<file path="src/rtl/execute_cc_stage_pkg.sv">
// Shared Y86-64 definitions for the execute/condition-code stage: instruction
// codes, ALU operations, jump/cmov conditions and the condition-code bundle.
package execute_cc_stage_pkg;

  localparam logic [3:0] IHALT   = 4'h0;
  localparam logic [3:0] INOP    = 4'h1;
  localparam logic [3:0] IRRMOVQ = 4'h2;
  localparam logic [3:0] IIRMOVQ = 4'h3;
  localparam logic [3:0] IRMMOVQ = 4'h4;
  localparam logic [3:0] IMRMOVQ = 4'h5;
  localparam logic [3:0] IOPQ    = 4'h6;
  localparam logic [3:0] IJXX    = 4'h7;
  localparam logic [3:0] ICALL   = 4'h8;
  localparam logic [3:0] IRET    = 4'h9;
  localparam logic [3:0] IPUSHQ  = 4'hA;
  localparam logic [3:0] IPOPQ   = 4'hB;

  localparam logic [3:0] RNONE_ID = 4'hF;

  typedef enum logic [1:0] {
    ALU_ADD = 2'd0,
    ALU_SUB = 2'd1,
    ALU_AND = 2'd2,
    ALU_XOR = 2'd3
  } alu_op_e;

  typedef enum logic [3:0] {
    C_YES = 4'd0,
    C_LE  = 4'd1,
    C_L   = 4'd2,
    C_E   = 4'd3,
    C_NE  = 4'd4,
    C_GE  = 4'd5,
    C_G   = 4'd6
  } cond_e;

  typedef struct packed {
    logic zf;
    logic sf;
    logic of;
  } cc_t;

  localparam cc_t CC_RESET = '{zf: 1'b1, sf: 1'b0, of: 1'b0};

endpackage

</file>
<file path="src/rtl/execute_cc_stage_if.sv">
// E-register fields into the execute stage and registered M-stage fields out.
interface execute_cc_stage_if #(
  parameter int DATA_W = 64
);
  logic [3:0]        E_icode;
  logic [3:0]        E_ifun;
  logic [DATA_W-1:0] E_valA;
  logic [DATA_W-1:0] E_valB;
  logic [DATA_W-1:0] E_valC;
  logic [3:0]        E_dstE;
  logic [3:0]        E_dstM;

  logic [3:0]        M_icode;
  logic              M_cnd;
  logic [DATA_W-1:0] M_valE;
  logic [DATA_W-1:0] M_valA;
  logic [3:0]        M_dstE;
  logic [3:0]        M_dstM;

  modport master (
    output E_icode, E_ifun, E_valA, E_valB, E_valC, E_dstE, E_dstM,
    input  M_icode, M_cnd, M_valE, M_valA, M_dstE, M_dstM
  );

  modport slave (
    input  E_icode, E_ifun, E_valA, E_valB, E_valC, E_dstE, E_dstM,
    output M_icode, M_cnd, M_valE, M_valA, M_dstE, M_dstM
  );
endinterface

</file>
<file path="src/rtl/execute_cc_stage_cond_eval.sv">
// Jump / conditional-move predicate from the registered condition codes.
module cond_eval
  import execute_cc_stage_pkg::*;
(
  input  logic [3:0] ifun,
  input  logic       ZF,
  input  logic       SF,
  input  logic       OF,
  output logic       cnd
);

  logic w_lt;

  assign w_lt = SF ^ OF;

  always_comb begin
    cnd = 1'b0;
    case (ifun)
      C_YES:   cnd = 1'b1;
      C_LE:    cnd = w_lt | ZF;
      C_L:     cnd = w_lt;
      C_E:     cnd = ZF;
      C_NE:    cnd = ~ZF;
      C_GE:    cnd = ~w_lt;
      C_G:     cnd = ~w_lt & ~ZF;
      default: cnd = 1'b0;
    endcase
  end

endmodule

</file>
<file path="src/rtl/execute_cc_stage.sv">
// Y86-64 execute stage: operand select, ALU, condition codes and the M
// pipeline register, with stall/bubble control.
module execute_cc_stage
  import execute_cc_stage_pkg::*;
#(
  parameter int         DATA_W = 64,
  parameter logic [3:0] RNONE  = RNONE_ID
) (
  input  logic              clk,
  input  logic              rst_n,
  execute_cc_stage_if.slave e_if,
  input  logic              M_stall,
  input  logic              M_bubble,
  input  logic              cc_inhibit,
  output logic              ZF,
  output logic              SF,
  output logic              OF,
  output logic              e_cnd
);

  localparam logic signed [DATA_W-1:0] K_EIGHT = DATA_W'(8);

  function automatic logic signed [DATA_W-1:0] alu_f(
    input alu_op_e                  op,
    input logic signed [DATA_W-1:0] a,
    input logic signed [DATA_W-1:0] b
  );
    case (op)
      ALU_ADD: return b + a;
      ALU_SUB: return b - a;
      ALU_AND: return b & a;
      default: return b ^ a;
    endcase
  endfunction

  // Overflow judged on sign bits only; logical ops never overflow.
  function automatic logic ovf_f(
    input alu_op_e                  op,
    input logic signed [DATA_W-1:0] a,
    input logic signed [DATA_W-1:0] b,
    input logic signed [DATA_W-1:0] res
  );
    case (op)
      ALU_ADD: return (a[DATA_W-1] == b[DATA_W-1]) && (res[DATA_W-1] != a[DATA_W-1]);
      ALU_SUB: return (a[DATA_W-1] != b[DATA_W-1]) && (res[DATA_W-1] != b[DATA_W-1]);
      default: return 1'b0;
    endcase
  endfunction

  logic signed [DATA_W-1:0] w_aluA_p0;
  logic signed [DATA_W-1:0] w_aluB_p0;
  logic signed [DATA_W-1:0] w_alu_res_p0;
  alu_op_e                  w_op_p0;
  cc_t                      w_cc_next_p0;
  logic                     w_cc_we_p0;
  logic                     w_cnd_p0;
  logic [3:0]               w_dstE_p0;

  cc_t                      r_cc;
  logic [3:0]               r_m_icode_p1;
  logic                     r_m_cnd_p1;
  logic [DATA_W-1:0]        r_m_valE_p1;
  logic [DATA_W-1:0]        r_m_valA_p1;
  logic [3:0]               r_m_dstE_p1;
  logic [3:0]               r_m_dstM_p1;

  // Stage 0: operand select, ALU and condition evaluation (combinational).
  always_comb begin
    w_aluA_p0 = '0;
    case (e_if.E_icode)
      IRRMOVQ, IOPQ:             w_aluA_p0 = $signed(e_if.E_valA);
      IIRMOVQ, IRMMOVQ, IMRMOVQ: w_aluA_p0 = $signed(e_if.E_valC);
      ICALL, IPUSHQ:             w_aluA_p0 = -K_EIGHT;
      IRET, IPOPQ:               w_aluA_p0 = K_EIGHT;
      default:                   w_aluA_p0 = '0;
    endcase
  end

  always_comb begin
    w_aluB_p0 = '0;
    case (e_if.E_icode)
      IRMMOVQ, IMRMOVQ, IOPQ, ICALL, IRET, IPUSHQ, IPOPQ:
               w_aluB_p0 = $signed(e_if.E_valB);
      default: w_aluB_p0 = '0;
    endcase
  end

  assign w_op_p0      = (e_if.E_icode == IOPQ) ? alu_op_e'(e_if.E_ifun[1:0]) : ALU_ADD;
  assign w_alu_res_p0 = alu_f(w_op_p0, w_aluA_p0, w_aluB_p0);

  assign w_cc_next_p0 = '{zf: (w_alu_res_p0 == '0),
                          sf: w_alu_res_p0[DATA_W-1],
                          of: ovf_f(w_op_p0, w_aluA_p0, w_aluB_p0, w_alu_res_p0)};
  assign w_cc_we_p0   = (e_if.E_icode == IOPQ) && !cc_inhibit && !M_stall;

  cond_eval u_cond_eval (
    .ifun (e_if.E_ifun),
    .ZF   (r_cc.zf),
    .SF   (r_cc.sf),
    .OF   (r_cc.of),
    .cnd  (w_cnd_p0)
  );

  // A cmov whose condition fails must not write its destination.
  assign w_dstE_p0 = ((e_if.E_icode == IRRMOVQ) && !w_cnd_p0) ? RNONE : e_if.E_dstE;

  // Stage 1: condition codes and M pipeline register.
  always_ff @(posedge clk or negedge rst_n) begin
    if (!rst_n) begin
      r_cc <= CC_RESET;
    end else if (w_cc_we_p0) begin
      r_cc <= w_cc_next_p0;
    end
  end

  always_ff @(posedge clk or negedge rst_n) begin
    if (!rst_n) begin
      r_m_icode_p1 <= INOP;
      r_m_cnd_p1   <= 1'b0;
      r_m_valE_p1  <= '0;
      r_m_valA_p1  <= '0;
      r_m_dstE_p1  <= RNONE;
      r_m_dstM_p1  <= RNONE;
    end else if (!M_stall) begin
      if (M_bubble) begin
        r_m_icode_p1 <= INOP;
        r_m_cnd_p1   <= 1'b0;
        r_m_valE_p1  <= '0;
        r_m_valA_p1  <= '0;
        r_m_dstE_p1  <= RNONE;
        r_m_dstM_p1  <= RNONE;
      end else begin
        r_m_icode_p1 <= e_if.E_icode;
        r_m_cnd_p1   <= w_cnd_p0;
        r_m_valE_p1  <= w_alu_res_p0;
        r_m_valA_p1  <= e_if.E_valA;
        r_m_dstE_p1  <= w_dstE_p0;
        r_m_dstM_p1  <= e_if.E_dstM;
      end
    end
  end

  assign e_if.M_icode = r_m_icode_p1;
  assign e_if.M_cnd   = r_m_cnd_p1;
  assign e_if.M_valE  = r_m_valE_p1;
  assign e_if.M_valA  = r_m_valA_p1;
  assign e_if.M_dstE  = r_m_dstE_p1;
  assign e_if.M_dstM  = r_m_dstM_p1;

  assign ZF    = r_cc.zf;
  assign SF    = r_cc.sf;
  assign OF    = r_cc.of;
  assign e_cnd = w_cnd_p0;

endmodule

</file>
<file path="src/flat_wrapper.sv">
// flat-port wrapper written by rule: the top's interface ports become plain ports
module execute_cc_stage_flat import execute_cc_stage_pkg::*;
#(
  parameter int         DATA_W = 64,
  parameter logic [3:0] RNONE  = RNONE_ID
)
  (clk, rst_n, M_stall, M_bubble, cc_inhibit, ZF, SF, OF, e_cnd, e_if_E_icode, e_if_E_ifun, e_if_E_valA, e_if_E_valB, e_if_E_valC, e_if_E_dstE, e_if_E_dstM, e_if_M_icode, e_if_M_cnd, e_if_M_valE, e_if_M_valA, e_if_M_dstE, e_if_M_dstM);
  execute_cc_stage_if #(.DATA_W(DATA_W)) e_if_i ();
  input  logic clk;
  input  logic rst_n;
  input  logic M_stall;
  input  logic M_bubble;
  input  logic cc_inhibit;
  output logic ZF;
  output logic SF;
  output logic OF;
  output logic e_cnd;
  input wire logic [$bits(e_if_i.E_icode)-1:0] e_if_E_icode;
  input wire logic [$bits(e_if_i.E_ifun)-1:0] e_if_E_ifun;
  input wire logic [$bits(e_if_i.E_valA)-1:0] e_if_E_valA;
  input wire logic [$bits(e_if_i.E_valB)-1:0] e_if_E_valB;
  input wire logic [$bits(e_if_i.E_valC)-1:0] e_if_E_valC;
  input wire logic [$bits(e_if_i.E_dstE)-1:0] e_if_E_dstE;
  input wire logic [$bits(e_if_i.E_dstM)-1:0] e_if_E_dstM;
  output wire logic [$bits(e_if_i.M_icode)-1:0] e_if_M_icode;
  output wire logic [$bits(e_if_i.M_cnd)-1:0] e_if_M_cnd;
  output wire logic [$bits(e_if_i.M_valE)-1:0] e_if_M_valE;
  output wire logic [$bits(e_if_i.M_valA)-1:0] e_if_M_valA;
  output wire logic [$bits(e_if_i.M_dstE)-1:0] e_if_M_dstE;
  output wire logic [$bits(e_if_i.M_dstM)-1:0] e_if_M_dstM;
  assign e_if_i.E_icode = e_if_E_icode;
  assign e_if_i.E_ifun = e_if_E_ifun;
  assign e_if_i.E_valA = e_if_E_valA;
  assign e_if_i.E_valB = e_if_E_valB;
  assign e_if_i.E_valC = e_if_E_valC;
  assign e_if_i.E_dstE = e_if_E_dstE;
  assign e_if_i.E_dstM = e_if_E_dstM;
  assign e_if_M_icode = e_if_i.M_icode;
  assign e_if_M_cnd = e_if_i.M_cnd;
  assign e_if_M_valE = e_if_i.M_valE;
  assign e_if_M_valA = e_if_i.M_valA;
  assign e_if_M_dstE = e_if_i.M_dstE;
  assign e_if_M_dstM = e_if_i.M_dstM;
  execute_cc_stage #(.DATA_W(DATA_W), .RNONE(RNONE)) u_core (.clk(clk), .rst_n(rst_n), .e_if(e_if_i), .M_stall(M_stall), .M_bubble(M_bubble), .cc_inhibit(cc_inhibit), .ZF(ZF), .SF(SF), .OF(OF), .e_cnd(e_cnd));
endmodule
</file>
<file path="config.mk">
export PLATFORM = sky130hd
export DESIGN_NAME = execute_cc_stage_flat
export DESIGN_NICKNAME = d
export VERILOG_FILES = /design/src/rtl/execute_cc_stage_pkg.sv /design/src/rtl/execute_cc_stage_if.sv /design/src/rtl/execute_cc_stage_cond_eval.sv /design/src/rtl/execute_cc_stage.sv /design/src/flat_wrapper.sv
export SDC_FILE = /design/constraint.sdc
export NUM_CORES = 1
export LEC_CHECK = 0
export BUFFER_PORTS_ARGS = -buffer_cell sky130_fd_sc_hd__buf_2
export CELL_PAD_IN_SITES_DETAIL_PLACEMENT = 0
export CELL_PAD_IN_SITES_GLOBAL_PLACEMENT = 1
export CORE_MARGIN = 1
export CORE_UTILIZATION = 40
export DETAILED_ROUTE_END_ITERATION = 16
export MAX_ROUTING_LAYER = met4
export PLACE_DENSITY_LB_ADDON = 0.1
export SYNTH_ARGS = -nofsm -noshare
export SYNTH_HDL_FRONTEND = slang
export SYNTH_SLANG_ARGS = --single-unit
</file>
<file path="constraint.sdc">
create_clock -name clk -period 6.3 [get_ports clk]
set_input_delay 0 -clock clk [delete_from_list [all_inputs] [get_ports clk]]
set_output_delay 0 -clock clk [all_outputs]
set_load 0.02 [all_outputs]
</file>
### After elaboration in Yosys (flattened, before gate mapping)

Index checks and enable logic that the tools add are counted.

* logic and storage cells: 68
* flip-flop bits (word level): 144
* output and inout bits: 145

* add/sub/neg operators: 2
* bitwise logic cells: 7
* reduce and logical (&&, ||, !) cells: 16
* muxes and demuxes: 13
* equal/unequal tests: 21

Operator list (count)
* 64-bit one-hot mux with 4 select lines: 1
* 64-bit two-way mux: 3
* 64-bit one-hot mux with 3 select lines: 1
* 64-bit adder: 1
* 64-bit bitwise AND: 1
* 64-bit zero test: 1
* 64-bit subtractor: 1
* 64-bit XOR: 1
* 4-bit by 3-bit equality test with 1-bit output (second input constant): 6
* 4-bit by 2-bit equality test with 1-bit output (second input constant): 4
* 4-bit equality test (second input constant): 4
* 4-bit two-way mux: 4
* 1-bit one-hot mux with 7 select lines: 1
* 7-bit OR reduction: 1
* 2-bit OR reduction: 3
* 1-bit logical AND: 5
* 4-bit by 1-bit equality test with 1-bit output (second input constant): 1
* 4-bit zero test: 1
* 1-bit zero test: 3
* 1-bit != test: 3
* 3-bit OR reduction: 1
* 2-bit by 1-bit equality test with 1-bit output (second input constant): 1
* 2-bit equality test (second input constant): 1
* 2-bit zero test: 1
* 8 further kinds: 9

### Longest topological paths before layout

* depth after elaboration: 8
* gate-level depth with buffers: 32
* mapped depth without buffers: 28

### Cells and area by module

From an unflattened synthesis, not the netlist that was laid out.

* cell total of the unflattened synthesis: 2129
* area total of the unflattened synthesis: 15946.5 um^2

By module, submodules not included
* execute_cc_stage: times used 1, cells each 2119, area each 15865.2 um^2
* cond_eval: times used 1, cells each 10, area each 81.3 um^2

### Least setup slack after synthesis

OpenSTA, ideal clock, no wires.

* kind: input to register
* start: in e_if_E_ifun[0]
* end: reg u_core.r_cc (netlist bit u_core.ZF)
* data arrival time: 5.599 ns
* slack: 0.610 ns
* buffers on the path: 9
* cell stages on the path: 25
* cells stage by stage: buf_2 buf_1 buf_2 buf_2 buf_2 buf_2 buf_2 nand3b_1 clkbuf_1 nand2_1 xor2_1 ha_1 clkbuf_1 and4_1 nor3b_1 o2111ai_1 a2111oi_0 nor3b_1 xor2_1 o21ai_1 or4_1 nand4bb_1 nor4b_1 nand4_1 o31ai_1

* longest elaborated chain between the ends: 4
* elaborated cells between the ends (all ways): 6
* those cells by class: 2 x eq/ne; 2 x mux; 2 x reduce/logical

RTL lines
* start, declared: line flat_wrapper.sv:19 `input wire logic [$bits(e_if_i.E_ifun)-1:0] e_if_E_ifun;`
* 2-bit two-way mux (*): line execute_cc_stage.sv:88 `assign w_op_p0 = (e_if.E_icode == IOPQ) ? alu_op_e'(e_if.E_ifun[1:0]) : ALU_ADD;`
* 2-bit equality test (tied with other cells): line execute_cc_stage.sv:28 `case (op)`
* 64-bit one-hot mux with 3 select lines (*): line execute_cc_stage.sv:28
* 64-bit zero test (*): line execute_cc_stage.sv:91 `assign w_cc_next_p0 = '{zf: (w_alu_res_p0 == '0),`
* end signal, assigned: line execute_cc_stage.sv:112 `r_cc <= w_cc_next_p0;`
* end, declared: line execute_cc_stage.sv:59 `cc_t r_cc;`

Every way passes the cells marked *; elsewhere a longest branch is shown, timed or not.
A chain may end at the register's enable or synchronous reset.

### Worst setup path in the final report

* start: in e_if_E_icode[0]
* end: reg u_core.r_cc (netlist bit u_core.ZF)

* longest elaborated chain between the ends: 6
* elaborated cells between the ends (all ways): 28
* those cells by class: 2 x add/sub; 11 x eq/ne; 4 x mux; 2 x bitwise; 9 x reduce/logical

RTL lines
* start, declared: line flat_wrapper.sv:18 `input wire logic [$bits(e_if_i.E_icode)-1:0] e_if_E_icode;`
* 4-bit by 2-bit equality test with 1-bit output (tied with other cells): line execute_cc_stage.sv:70 `case (e_if.E_icode)`
* 3-bit OR reduction (tied with other cells): line execute_cc_stage.sv:70
* 64-bit one-hot mux with 4 select lines / 64-bit two-way mux (equally long branches): line execute_cc_stage.sv:70, execute_cc_stage.sv:81
* 64-bit subtractor (tied with other cells): line execute_cc_stage.sv:30 `ALU_SUB: return b - a;`
* 64-bit one-hot mux with 3 select lines: line execute_cc_stage.sv:28
* 64-bit zero test: line execute_cc_stage.sv:91

Several ways; a longest one is shown, not always the timed one.

==> summary.txt <==
Max-slew headroom = 0.2729
Combinational share of power = 0.445
Final #Nets = 2818
Syn avg cell area = 7.570 sq um
NetSw = 1589 uW
Fin Clk Skew = 0.007583 ns
Synth warnings = 0
Pint = 2323 uW
Row Count = 71
Kind of critical path = input port to register
Hold_ws = 0.1110 ns
First-pass GRT wire length = 99.77 mm
First-iteration detailed-routing DRC count = 1245
HPWL after DPL = 52.38 mm
Ys flop type = dfrtp_1
Die height = 198.0 microns
Crit path DAT = 6.37 ns
FF-to-FF setup slack = 4.19 ns
Clk Latency, worst-skew pair = 0.47 ns
Drt drc = 0
Gr usage total = 0.3494
Fillers = 3727
Initial antenna violation count = 12
Peak VDD IR = 218.0 uV
Critical path launch point type = input port
Slowest CP cell = dlygate4sd3_1
Synth Area in Compound Gates = 0.2588
Post-route design area = 20110 sq um
CTS Buf Count = 17
Final core occ = 0.5326
Vias in the first global route = 16.93k
R2R depth = 9
LEAKAGE = 0.009598 uW
Distinct cells, synth = 83
Synthesized flop and latch total = 144
DR pass1 iterations = 6
Core area = 37760 sq um
Largest net degree at the start of global routing = 119
Mapped Area = 15370 sq um
Post-detailed-route count of antenna-violating nets = 0
Clock Sinks = 144
CTS tree = done
CTS root buffer = clkbuf_16
Clk network pwr share = 0.278
Post-synth EDFFs = 0
Max Root-Sink Buffers = 2
F_max = 0.1666 GHz
Period minus WS final = 6.001 ns
Slew Limit Fails = 0
Final Hold Vio Count = 0
Simple-Gate Fraction of Synth Area = 0.2430
DRT Wirelength = 66.80 mm
Die area = 39210 sq um
Sequential Power Share = 0.277
Syn Nets = 2372
Slew @ Worst Pin = 1.091 ns
DP Area = 18100 sq um
Worst EP required = 6.67 ns
Overflow after GRT = 0
Post-Synth XOR/XNOR Area = 0.06155
Crit-path max FO = 4
Ys async rst share = 1.000
Pwr Density = 194.5 nW/um^2
Critical R2R Launch = u_core.SF$_DFFE_PN0P_
Main combinational cell family by area after synthesis = compound AO/OA/AOI/OAI gates
Type of the worst min-delay path = input port to asynchronous set/reset pin
Finish-stage setup viols = 0
Die Width = 198.0 microns
Post-synthesis to final-layout area growth = 30.85%
Ports = 358
Port bufs = 357
Inst Count DP = 2866
Initial Util = 0.4070
H-tree levels = 4
Share of cells above drive strength 1 = 0.2499
Status = finished, final reports clean
Worst flop-to-flop path endpoint = u_core.e_if.M_dstE[2]$_DFFE_PN1N_
Vias per inst = 5.688
Clock transition at path regs = 0.08 ns
Seq/Total Area, Yosys = 0.2353
Fin crit share = 0.9525
Multiplexer area fraction after synthesis = 0.04177
Crit end category = register
Synth Area in Adders = 0.1055
Critical Path Start = e_if_E_icode[0]
Final cell count without fillers = 3012
Sum Neg Setup Slack = 0 ns
Per-cell routed wire length = 22.18 microns
CP max stage delay = 0.54 ns
Vias = 17.13k
Syn Inst Count = 2030
Switching share of total power = 0.4062
Maxcap violations = 0
Gpl congestion = 1.013
==> layout make-up <==
class / instances / area, sq um / share of cell area
Clock buffer: 20 / 456.7 / 0.02271
Timing Repair Buffer: 570 / 3687 / 0.1834
Clock inverter: 12 / 147.6 / 0.007342
Multi-Input combinational cell: 1687 / 11320 / 0.5630
Tap cell: 511 / 639.4 / 0.03180
Sequential cell: 144 / 3616 / 0.1798
Inverter: 56 / 210.2 / 0.01045
Antenna cell: 12 / 30.03 / 0.001493
==> critical path, delay by kind of cell <==
family / cells / cell delay (ns)
simple gates: 12 / 2.52
xor+xnor: 3 / 0.66
fa+ha+maj: 2 / 0.46
compound gates: 9 / 1.58
buf+inv: 5 / 1.12
==> power groups by stage <==
| stage | clock, uW | sequential [uW] | combinational (uW) |
|---|---|---|---|
| floorplan | 0 | 1230 | 878 |
| global placement | 0 | 1100 | 1630 |
| detailed placement | 0 | 1100 | 1630 |
| CTS | 1110 | 1080 | 1680 |
| global route | 1140 | 1100 | 1890 |
| finish | 1090 | 1090 | 1740 |
==> sequential cells by signal (all words and copies together) (netlist names) <==
signal	cells
u_core.e_if.M_icode	4
u_core.OF	1
u_core.e_if.M_dstE	4
u_core.e_if.M_dstM	4
u_core.SF	1
u_core.ZF	1
u_core.e_if.M_cnd	1
u_core.e_if.M_valA	64
u_core.e_if.M_valE	64
==> cells in the final DEF, fill, tap and decap left out, drive strengths merged, types with 19 or more instances in the layout <==
master and instances:
a22oi 27, nand3 37, nor3 28, a31oi 32, or3 22, xnor2 72
nor2 121, dlygate4sd3 88, ha 128, dfrtp 134, mux2i 54, nand2 259
a21oi 146, buf 482, clkbuf 20, nand2b 77, nand4 34, o21ai 246
a22o 32, nor2b 79, xor2 36, a211oi 19, a21o 28, inv 62
==> through the flow <==
| stage | power [uW] | setup slack [ns] |
|---|---|---|
| 2_1_floorplan | 2107 | 0.6101 |
| 5_1_grt | 4124 | -0.05999 |
| 4_1_cts | 3872 | 0.01052 |
| 3_3_place_gp | 2724 | 0.1424 |
| 3_5_place_dp | 2729 | 0.06964 |
| 6_report | 3912 | 0.2990 |
==> routing by layer <==
| layer | routed length (microns) | track usage |
|---|---|---|
| met1 | 26600 | 0.3903 |
| met4 | 3050 | 0.1717 |
| met3 | 3212 | 0.04497 |
| met2 | 33940 | 0.6129 |
| met5 | 0 | - |
==> cell families after synthesis <==
| group | Yosys count |
|---|---|
| AOI/OAI and AO/OA | 648 |
| muxes | 63 |
| buffers and inverters | 200 |
| adders and majority gates | 129 |
| and+or+nand+nor | 738 |
| DFF | 144 |
| xor gates and xnor gates | 108 |
==> cell usage after synthesis, types with 6 or more instances <==
| library cell | n | area (sq um) |
|---|---|---|
| a211oi_1 | 19 | 142.6 |
| nand4_1 | 34 | 212.7 |
| or3_1 | 22 | 137.6 |
| nor2b_1 | 78 | 488.0 |
| a22o_1 | 32 | 280.3 |
| o21bai_1 | 14 | 105.1 |
| mux2_2 | 9 | 101.4 |
| nand3b_1 | 7 | 52.55 |
| mux2i_1 | 54 | 540.5 |
| a31oi_1 | 32 | 200.2 |
| or2_2 | 10 | 62.56 |
| and2_1 | 7 | 43.79 |
| o21ai_0 | 225 | 1126 |
| o21ai_1 | 21 | 105.1 |
| o211ai_1 | 14 | 105.1 |
| nor2_1 | 119 | 446.7 |
| o311ai_1 | 7 | 61.31 |
| xnor2_1 | 72 | 630.6 |
| nor3_1 | 28 | 140.1 |
| o221ai_1 | 6 | 52.55 |
| nor3b_1 | 7 | 52.55 |
| buf_1 | 10 | 37.54 |
| a22oi_1 | 27 | 202.7 |
| o21a_1 | 12 | 90.09 |
| dfrtp_1 | 134 | 3353 |
| a21oi_1 | 144 | 720.7 |
| ha_1 | 128 | 1602 |
| and3_1 | 12 | 75.07 |
| nor4_1 | 12 | 75.07 |
| a21o_1 | 28 | 210.2 |
| nand2_1 | 258 | 968.4 |
| nand3_1 | 37 | 185.2 |
| o31ai_1 | 11 | 82.58 |
| inv_1 | 56 | 210.2 |
| nand2b_1 | 77 | 481.7 |
| and4_1 | 7 | 61.31 |
| clkbuf_1 | 104 | 390.4 |
| buf_2 | 22 | 110.1 |
| dfstp_2 | 10 | 262.8 |
| xor2_1 | 36 | 315.3 |
| buf_6 | 6 | 67.56 |
==> worst max path at each step <==
| stage | depth (start not counted) | endpoint | slack (ns) |
|---|---|---|---|
| global route | 26 | u_core.ZF$_DFFE_PN1P_ | -0.06 |
| global placement | 25 | u_core.ZF$_DFFE_PN1P_ | 0.14 |
| finish | 31 | u_core.ZF$_DFFE_PN1P_ | 0.30 |
| floorplan | 25 | u_core.ZF$_DFFE_PN1P_ | 0.61 |
| detailed placement | 28 | u_core.ZF$_DFFE_PN1P_ | 0.07 |
| CTS | 24 | u_core.ZF$_DFFE_PN1P_ | 0.01 |
==> repair_timing <==
action / CTS / global route
endpoints found under the hold margin: 148 / 0
hold buffers: 88 / 0
resized for setup: 0 / 82
endpoints found under the setup margin: 0 / 5
buffers inserted: 0 / 13
Power figures use the tool's default switching activity.
